==> config.mk <==
export PLATFORM = sky130hd
export DESIGN_NAME = wb_cmd_master
export DESIGN_NICKNAME = d
export VERILOG_FILES = /design/src/rtl/wb_pkg.sv /design/src/rtl/wb_timeout_ctr.sv /design/src/rtl/wb_cmd_master.sv
export SDC_FILE = /design/constraint.sdc
export NUM_CORES = 1
export LEC_CHECK = 0
export BUFFER_PORTS_ARGS = -buffer_cell sky130_fd_sc_hd__buf_2
export CORE_AREA = 2 2 163 85
export CTS_BUF_LIST = sky130_fd_sc_hd__clkbuf_4 sky130_fd_sc_hd__clkbuf_8 sky130_fd_sc_hd__clkbuf_16
export DETAILED_ROUTE_END_ITERATION = 8
export DIE_AREA = 0 0 165 87
export PLACE_DENSITY_LB_ADDON = 0.2
export SYNTH_ARGS = -nofsm -noshare
export SYNTH_HDL_FRONTEND = slang
export SYNTH_SLANG_ARGS = --single-unit
export TNS_END_PERCENT = 100
==> constraint.sdc <==
create_clock -name clk -period 2.92 [get_ports clk]
set_input_delay 0.438 -clock clk [delete_from_list [all_inputs] [get_ports clk]]
set_output_delay 0.438 -clock clk [all_outputs]
set_load 0.005 [all_outputs]
==> src/rtl/wb_pkg.sv <==
// Shared encodings for the Wishbone command master: FSM states, response
// status codes and an address helper.
package wb_pkg;

  typedef enum logic [2:0] {
    ST_IDLE,
    ST_WDATA,
    ST_BUS,
    ST_RESP,
    ST_NEXT
  } wb_state_e;

  localparam logic [1:0] WB_OK      = 2'b00;
  localparam logic [1:0] WB_BUSERR  = 2'b01;
  localparam logic [1:0] WB_TIMEOUT = 2'b10;

  function automatic logic [31:0] word_align(input logic [31:0] a);
    return a & 32'hFFFF_FFFC;
  endfunction

endpackage

==> src/rtl/wb_timeout_ctr.sv <==
// Loadable saturating cycle counter; expired flags the LIMIT-th counted cycle
// so the owner can abort on that same edge.
module wb_timeout_ctr #(
  parameter int unsigned LIMIT = 255,
  parameter int unsigned CNT_W = 16
) (
  input  logic             clk,
  input  logic             rst_n,
  input  logic             clr,
  input  logic             en,
  input  logic             load,
  input  logic [CNT_W-1:0] load_val,
  output logic             expired
);

  localparam logic [CNT_W-1:0] LIMIT_M1 = CNT_W'(LIMIT - 1);

  logic [CNT_W-1:0] cnt_q, cnt_d;

  always_comb begin
    cnt_d = cnt_q;
    if (clr)
      cnt_d = '0;
    else if (load)
      cnt_d = load_val;
    else if (en && (cnt_q != {CNT_W{1'b1}}))
      cnt_d = cnt_q + CNT_W'(1);
  end

  always_ff @(posedge clk or negedge rst_n) begin
    if (!rst_n)
      cnt_q <= '0;
    else
      cnt_q <= cnt_d;
  end

  assign expired = (cnt_q >= LIMIT_M1);

endmodule

==> src/rtl/wb_cmd_master.sv <==
// Wishbone classic initiator: converts valid/ready commands into single or
// incrementing-burst bus cycles with per-beat timeout and status responses.
module wb_cmd_master
  import wb_pkg::*;
#(
  parameter int unsigned TIMEOUT_CYCLES = 255,
  parameter int unsigned LEN_W          = 8
) (
  input  logic             clk,
  input  logic             rst_n,
  input  logic             cmd_valid,
  output logic             cmd_ready,
  input  logic [31:0]      cmd_addr,
  input  logic             cmd_we,
  input  logic [3:0]       cmd_sel,
  input  logic [LEN_W-1:0] cmd_len,
  input  logic             wd_valid,
  output logic             wd_ready,
  input  logic [31:0]      wd_data,
  output logic             rsp_valid,
  input  logic             rsp_ready,
  output logic [31:0]      rsp_data,
  output logic [1:0]       rsp_status,
  output logic             rsp_last,
  output logic [31:0]      wb_adr_o,
  output logic [31:0]      wb_dat_o,
  input  logic [31:0]      wb_dat_i,
  output logic             wb_we_o,
  output logic [3:0]       wb_sel_o,
  output logic             wb_cyc_o,
  output logic             wb_stb_o,
  input  logic             wb_ack_i,
  input  logic             wb_err_i,
  output logic             busy
);

  wb_state_e        state_q, state_d;
  logic             cmd_ready_q, cmd_ready_d;
  logic             wd_ready_q, wd_ready_d;
  logic             rsp_valid_q, rsp_valid_d;
  logic [31:0]      rsp_data_q, rsp_data_d;
  logic [1:0]       rsp_status_q, rsp_status_d;
  logic             rsp_last_q, rsp_last_d;
  logic             stb_q, stb_d;
  logic             we_q, we_d;
  logic [3:0]       sel_q, sel_d;
  logic [31:0]      adr_q, adr_d;
  logic [31:0]      dat_q, dat_d;
  logic [LEN_W-1:0] beat_q, beat_d;
  logic             busy_q, busy_d;
  logic             tmo_clr, tmo_expired;

  wb_timeout_ctr #(
    .LIMIT (TIMEOUT_CYCLES),
    .CNT_W (16)
  ) u_tmo (
    .clk      (clk),
    .rst_n    (rst_n),
    .clr      (tmo_clr),
    .en       (state_q == ST_BUS),
    .load     (1'b0),
    .load_val (16'd0),
    .expired  (tmo_expired)
  );

  always_comb begin
    state_d      = state_q;
    cmd_ready_d  = cmd_ready_q;
    wd_ready_d   = wd_ready_q;
    rsp_valid_d  = rsp_valid_q;
    rsp_data_d   = rsp_data_q;
    rsp_status_d = rsp_status_q;
    rsp_last_d   = rsp_last_q;
    stb_d        = stb_q;
    we_d         = we_q;
    sel_d        = sel_q;
    adr_d        = adr_q;
    dat_d        = dat_q;
    beat_d       = beat_q;
    tmo_clr      = 1'b0;

    case (state_q)
      ST_IDLE: begin
        cmd_ready_d = 1'b1;
        if (cmd_valid && cmd_ready_q) begin
          cmd_ready_d = 1'b0;
          adr_d       = word_align(cmd_addr);
          we_d        = cmd_we;
          sel_d       = cmd_sel;
          beat_d      = cmd_len;
          if (cmd_we) begin
            state_d    = ST_WDATA;
            wd_ready_d = 1'b1;
          end else begin
            state_d = ST_BUS;
            stb_d   = 1'b1;
            tmo_clr = 1'b1;
          end
        end
      end

      ST_WDATA: begin
        if (wd_valid && wd_ready_q) begin
          dat_d      = wd_data;
          wd_ready_d = 1'b0;
          state_d    = ST_BUS;
          stb_d      = 1'b1;
          tmo_clr    = 1'b1;
        end
      end

      ST_BUS: begin
        // err wins over a simultaneous ack; both end the strobe on this edge
        if (wb_err_i) begin
          stb_d        = 1'b0;
          rsp_valid_d  = 1'b1;
          rsp_data_d   = '0;
          rsp_status_d = WB_BUSERR;
          rsp_last_d   = 1'b1;
          state_d      = ST_RESP;
        end else if (wb_ack_i) begin
          stb_d = 1'b0;
          if (!we_q) begin
            rsp_valid_d  = 1'b1;
            rsp_data_d   = wb_dat_i;
            rsp_status_d = WB_OK;
            rsp_last_d   = (beat_q == '0);
            state_d      = ST_RESP;
          end else if (beat_q == '0) begin
            rsp_valid_d  = 1'b1;
            rsp_data_d   = '0;
            rsp_status_d = WB_OK;
            rsp_last_d   = 1'b1;
            state_d      = ST_RESP;
          end else begin
            state_d = ST_NEXT;
          end
        end else if (tmo_expired) begin
          stb_d        = 1'b0;
          rsp_valid_d  = 1'b1;
          rsp_data_d   = '0;
          rsp_status_d = WB_TIMEOUT;
          rsp_last_d   = 1'b1;
          state_d      = ST_RESP;
        end
      end

      ST_RESP: begin
        if (rsp_ready) begin
          rsp_valid_d = 1'b0;
          if (rsp_last_q) begin
            state_d     = ST_IDLE;
            cmd_ready_d = 1'b1;
          end else begin
            // only read bursts reach here mid-command; the RESP cycle is the idle gap
            adr_d   = adr_q + 32'd4;
            beat_d  = beat_q - LEN_W'(1);
            state_d = ST_BUS;
            stb_d   = 1'b1;
            tmo_clr = 1'b1;
          end
        end
      end

      ST_NEXT: begin
        adr_d      = adr_q + 32'd4;
        beat_d     = beat_q - LEN_W'(1);
        state_d    = ST_WDATA;
        wd_ready_d = 1'b1;
      end

      default: begin
        state_d = ST_IDLE;
        stb_d   = 1'b0;
      end
    endcase

    busy_d = (state_d != ST_IDLE);
  end

  always_ff @(posedge clk or negedge rst_n) begin
    if (!rst_n) begin
      state_q      <= ST_IDLE;
      cmd_ready_q  <= 1'b0;
      wd_ready_q   <= 1'b0;
      rsp_valid_q  <= 1'b0;
      rsp_data_q   <= '0;
      rsp_status_q <= WB_OK;
      rsp_last_q   <= 1'b0;
      stb_q        <= 1'b0;
      we_q         <= 1'b0;
      sel_q        <= '0;
      adr_q        <= '0;
      dat_q        <= '0;
      beat_q       <= '0;
      busy_q       <= 1'b0;
    end else begin
      state_q      <= state_d;
      cmd_ready_q  <= cmd_ready_d;
      wd_ready_q   <= wd_ready_d;
      rsp_valid_q  <= rsp_valid_d;
      rsp_data_q   <= rsp_data_d;
      rsp_status_q <= rsp_status_d;
      rsp_last_q   <= rsp_last_d;
      stb_q        <= stb_d;
      we_q         <= we_d;
      sel_q        <= sel_d;
      adr_q        <= adr_d;
      dat_q        <= dat_d;
      beat_q       <= beat_d;
      busy_q       <= busy_d;
    end
  end

  assign cmd_ready  = cmd_ready_q;
  assign wd_ready   = wd_ready_q;
  assign rsp_valid  = rsp_valid_q;
  assign rsp_data   = rsp_data_q;
  assign rsp_status = rsp_status_q;
  assign rsp_last   = rsp_last_q;
  assign wb_adr_o   = adr_q;
  assign wb_dat_o   = dat_q;
  assign wb_we_o    = we_q;
  assign wb_sel_o   = sel_q;
  assign wb_cyc_o   = stb_q;
  assign wb_stb_o   = stb_q;
  assign busy       = busy_q;

endmodule

Word-level counts from Yosys, hierarchy flattened
Cells that the tools add are included.
Operators by class
  add/subtract/negate cells: 3
  $mul: 0
  div/mod/pow operators: 0
  magnitude comparators: 1
  equal/unequal tests: 15
  shifts and indexed selects: 0
  muxes and demuxes: 64
  bitwise operators: 1
  reduce and logical (&&, ||, !) cells: 20
Operators by type and width (count)
  32-bit 2-to-1 mux: 8
  32-bit case mux with 3 select lines: 1
  32-bit by 3-bit adder with 32-bit output (second input constant): 1
  16-bit 2-to-1 mux: 2
  1-bit 2-to-1 mux: 28
  3-bit 2-to-1 mux: 8
  8-bit 2-to-1 mux: 3
  8-bit case mux with 3 select lines: 1
  16-bit by 1-bit adder with 16-bit output (second input constant): 1
  16-bit by 8-bit greater-or-equal comparator with 1-bit output (second input constant): 1
  16-bit inequality test (second input constant): 1
  3-bit case mux with 5 select lines: 1
  2-bit 2-to-1 mux: 7
  2-bit inequality test (second input constant): 7
  4-bit AND reduction: 3
  3-bit nonzero test: 4
  8-bit logical NOT: 1
  8-bit by 1-bit subtractor with 8-bit output (second input constant): 1
  7-bit AND reduction: 1
  3-bit by 2-bit equality test with 1-bit output (second input constant): 2
  1-bit case mux with 3 select lines: 2
  3-bit AND reduction: 2
  2-bit nonzero test: 3
  5-bit inequality test (second input constant): 1
  10 further kinds: 14
Word-level totals
  register bits: 136
  latch bits: 0
  memory bits (writable): 0
  ROM bits: 0
  bits of input ports: 116
  output and inout port bits: 110
  logic and storage cells: 119
  memories: 0

Logic depth before layout (Yosys ltp)
  depth after elaboration: 7
  depth in mapped cells: 8
  mapped depth without buffers: 7

By module
Synthesis repeated with hierarchy kept, for this count alone.
Unflattened totals
  cell total of the unflattened synthesis: 650
  area, all modules: 6735.2 µm²
Modules (own cells, without submodules)
  wb_cmd_master: instances 1, cells each 520, area an instance 5575.3 µm², seq. area each 2952.8 µm²
  wb_timeout_ctr: instances 1, cells each 130, area an instance 1159.9 µm², seq. area each 400.4 µm²

Least setup slack after synthesis
OpenSTA, ideal clock, no wires.
  path kind: reg-to-reg
  start: register beat_q[0]
  end: register rsp_data_q[11] (netlist: rsp_data[11])
  library setup time: 0.121 ns
  arrival time: 1.867 ns
  required time: 2.799 ns
  setup slack: 0.932 ns
  cell stages (with the launch flop): 9
  buffers on the path: 1
  clock period less this slack: 1.988 ns
  cell sequence: dfrtp_1 inv_1 ha_1 nor3b_1 nand3_1 nand4b_1 nand3_1 clkbuf_1 a22o_1
Between the ends
  word-level cells in the longest chain between the ends: 3
RTL lines
  from (decl): line wb_cmd_master.sv:49  | logic [LEN_W-1:0] beat_q, beat_d;
  from (signal assigned): line wb_cmd_master.sv:210  | beat_q <= beat_d;
  8-bit logical NOT: line wb_cmd_master.sv:129  | end else if (beat_q == '0) begin
  4-bit by 3-bit inequality test with 1-bit output (no source line)
  3-bit AND reduction (no source line)
  to (signal assigned): line wb_cmd_master.sv:202  | rsp_data_q <= rsp_data_d;
  to (decl): line wb_cmd_master.sv:41  | logic [31:0] rsp_data_q, rsp_data_d;
No other way between the ends.
A chain may end at the register's enable or synchronous reset.

Final worst setup path
  start: register state_q[1]
  end: register busy_q (netlist: busy)
Between the ends
  word-level cells in the longest chain between the ends: 5
  elaborated cells on any way between the ends: 13
  classes of those cells: eq/ne: 4; mux: 7; reduce/logical: 2
RTL lines
  from (decl): line wb_cmd_master.sv:37  | wb_state_e state_q, state_d;
  from (signal assigned): line wb_cmd_master.sv:198  | state_q <= state_d;
  3-bit 2-to-1 mux: line wb_cmd_master.sv:138  | end else if (tmo_expired) begin
  3-bit 2-to-1 mux: line wb_cmd_master.sv:121  | end else if (wb_ack_i) begin
  3-bit 2-to-1 mux: line wb_cmd_master.sv:114  | if (wb_err_i) begin
  3-bit case mux with 5 select lines *: line wb_cmd_master.sv:82  | case (state_q)
  3-bit nonzero test *: line wb_cmd_master.sv:178  | busy_d = (state_d != ST_IDLE);
  named net busy_d: line wb_cmd_master.sv:50  | logic busy_q, busy_d;
  to (signal assigned): line wb_cmd_master.sv:211  | busy_q <= busy_d;
  to (decl): line wb_cmd_master.sv:50
The timed path passes the listed nets; every way through them passes the cells marked *.

==> results.sh <==
export IMPL_synth_top_area_cell="dfrtp_1"
export IMPL_instances_no_fill=1020
export IMPL_netlist_top_cells_area="dfrtp_1, mux2_2, a22o_1, nand2_1, nor2_1"
export IMPL_crit_slowest_cell="or3b_2"
export IMPL_netlist_area_leader_share_pct=52.5
export IMPL_die_w_um=165
export IMPL_clk_latency_ns=0.41
export IMPL_rows=30
export IMPL_firstDrtPassIters=5
export IMPL_htree_levels=4
export IMPL_met1_usage_pct=35.5
export IMPL_cp_num_buf_inv=1
export IMPL_clk_pin_slew_worst_paths_ns=0.07
export IMPL_setup_viol=0
export IMPL_skew_ns=0.0113
export IMPL_drive_gt1_share_pct=37.3
export IMPL_worst_slack_ns=0.538
export IMPL_root_buffer="clkbuf_16"
export IMPL_layout_commonest_cell="buf_2"
export IMPL_cts_resized=0
export IMPL_tightestPinTransition_ns=0.965
export IMPL_avgSynthCellArea_sq_um=10.4
export IMPL_r2r_start="state_q[1]"
export IMPL_routed_via_density=5.64
export IMPL_met3_usage_pct=8.47
export IMPL_cp_end_kind="flop"
export IMPL_fin_crit_ns=2.38
export IMPL_first_global_vias=5642
export IMPL_setup_tns_ns=0
export IMPL_critPathRequiredTime_ns=3.19
export IMPL_die_y_um=87
export IMPL_grtUsageTotal_pct=25.6
export IMPL_drc=0
export IMPL_start_util_pct=48.8
export IMPL_syn_inst=616
export IMPL_drt_wl_total_um=18100
export IMPL_postRouteAntennaNets=0
export IMPL_fmax_ghz=0.420
export IMPL_synth_warnings=0
export IMPL_cap_violations=0
export IMPL_port_buffers=221
export IMPL_cpPeakStageDelay_ns=0.56
export IMPL_synthFlopType="dfrtp_1"
export IMPL_async_flop_share_pct=100
export IMPL_coreArea_sq_um=13100
export IMPL_rsz0062_at_grt="no"
export IMPL_yosys_cell_types_count=67
export IMPL_path_delay_family="simple AND/OR/NAND/NOR gates"
export IMPL_start_kind="flop"
export IMPL_cts_tree="done"
export IMPL_die_area_sq_um=14400
export IMPL_dp_slack_ns=0.558
export IMPL_relSlewSlack_pct=35.0
export IMPL_r2r_cells=6
export IMPL_critPathArrivalTime_ns=2.65
export IMPL_place_hpwl_um=12800
export IMPL_clockBufferDepth=2
export IMPL_hold_class="input port to asynchronous set/reset pin"
export IMPL_critPathMaxFanout=19
export IMPL_grt_max_degree=80
export IMPL_final_nets=951
export IMPL_ios=226
export IMPL_timing_rr_end="busy"
export IMPL_grt_busiest_layer="met2"
export IMPL_seq_area_frac_synth_pct=52.5
export IMPL_antenna_found_initial=0
export IMPL_ctsHoldBuffers=0
export IMPL_worstSetupPathType="flop to flop"
export IMPL_path_cells="or3b_2 > and2_1 > buf_4 > nand2_2 > o211ai_2 > nand3b_1"
export IMPL_finalMaxSlewViolations=0
export IMPL_synth_edf_count=0
export IMPL_cts_sinks=134
export IMPL_layout_common_cells="buf_2, dfrtp_1, nand2_1"
export IMPL_grt_pass1_wl_um=28600
export IMPL_n_fill_cell=1069
export IMPL_postCtsSetupBuffers=0
export IMPL_dp_cells=988
export IMPL_diodes=0
export IMPL_status="completed"
export IMPL_routedWlPerCell_um=17.7
export IMPL_ys_seq_elements=134
export IMPL_grt_ovfl_total=0
export IMPL_fin_crit_sh_pct=81.6
export IMPL_drtIter0Drc=349
export IMPL_gp_congestion=0.902
export IMPL_cts_buffers=17
export IMPL_vias=5754
export IMPL_ir_drop_mv=0.538
export IMPL_leakage_uw=0.00394
export IMPL_r2r_setup_slack_ns=0.54
export IMPL_syn_area_sq_um=6390
export IMPL_area_growth_pct=29.9
export IMPL_grt_use_met2_pct=38.4
export IMPL_hold_viol=0
export IMPL_pwr_density_cell_nw_per_um2=1090
-- cell families after synthesis --
logic type,count (synthesis),share of synthesized area [%]
AO/OA/AOI/OAI,164,18.4
XOR/XNOR,12,1.64
adder cells (fa/ha/maj),4,0.783
buffers and inverters,50,3.86
flip-flops,134,52.5
multiplexers,33,5.80
other,1,0.0587
AND/OR/NAND/NOR,218,17.0
-- state kept, by name (all words and copies together), names as in the netlist --
name	cells
beat_q	8
busy	1
cmd_ready	1
rsp_data	32
rsp_last	1
rsp_status	2
rsp_valid	1
state_q	3
u_tmo.cnt_q	16
wb_adr_o	30
wb_cyc_o	1
wb_dat_o	32
wb_sel_o	4
wb_we_o	1
wd_ready	1
-- layer usage --
layer | share of wire [%] | routed length, um
met1 | 45 | 8110
met2 | 44 | 7960
met3 | 9.4 | 1690
met4 | 1.6 | 288
met5 | 0 | 0
-- where the power goes --
group	internal [uW]	leakage, uW	switching (uW)
registers	2700	0.00166	724
logic	1610	0.00198	1740
clock network	1390	0.000301	871
total	5700	0.00394	3330
-- worst max path at each step --
stage,from,endpoint,slack (ns),depth (start not counted)
floorplan,beat_q[0],rsp_data[11],0.93,8
global placement,state_q[1],busy,0.61,6
detailed placement,state_q[1],busy,0.56,6
CTS,state_q[1],busy,0.55,6
global route,state_q[1],u_tmo.cnt_q[14],0.30,5
finish,state_q[1],busy,0.54,6
-- cell usage after synthesis (6+ instances only) --
library cell / count
nor2_1: 57
clkbuf_1: 15
dfrtp_1: 134
nand2_1: 58
nor3_1: 18
nand3_1: 22
xor2_1: 6
xnor2_1: 6
inv_1: 9
a311oi_1: 10
a21oi_1: 38
nand4_1: 11
a211oi_1: 7
and3_1: 9
o22ai_1: 12
a22o_1: 33
mux2_2: 32
o21ai_0: 22
buf_2: 19
-- worst register-to-register path: stages (launching register included) --
cell      delay, ns
dfrtp_1        0.54
or3b_2         0.56
and2_1         0.20
buf_4          0.20
nand2_2        0.09
o211ai_2       0.34
nand3b_1       0.32
-- through the flow --
step | hold slack, ns | area, sq um | utilization (%) | power [uW]
after floorplan | 0.142 | 6390 | - | 5290
after global placement | 0.459 | 7680 | 58.6 | 6620
after detailed placement | 0.467 | 7680 | 58.6 | 6770
after CTS | 0.0940 | 8300 | 63.4 | 9080
after global routing | 0.107 | 8300 | 63.4 | 9660
final | 0.0396 | 8300 | 63.4 | 9030
-- area by class of cell --
cell class / instances / area, sq um / area share [%]
Clock buffer: 18 / 439 / 5.29
Multi-Input combinational cell: 433 / 2820 / 34.0
Tap cell: 176 / 220 / 2.65
Sequential cell: 134 / 3350 / 40.4
Clock inverter: 14 / 186 / 2.25
Timing Repair Buffer: 236 / 1250 / 15.1
Inverter: 9 / 33.8 / 0.407
(Power assumes the default switching activity.)
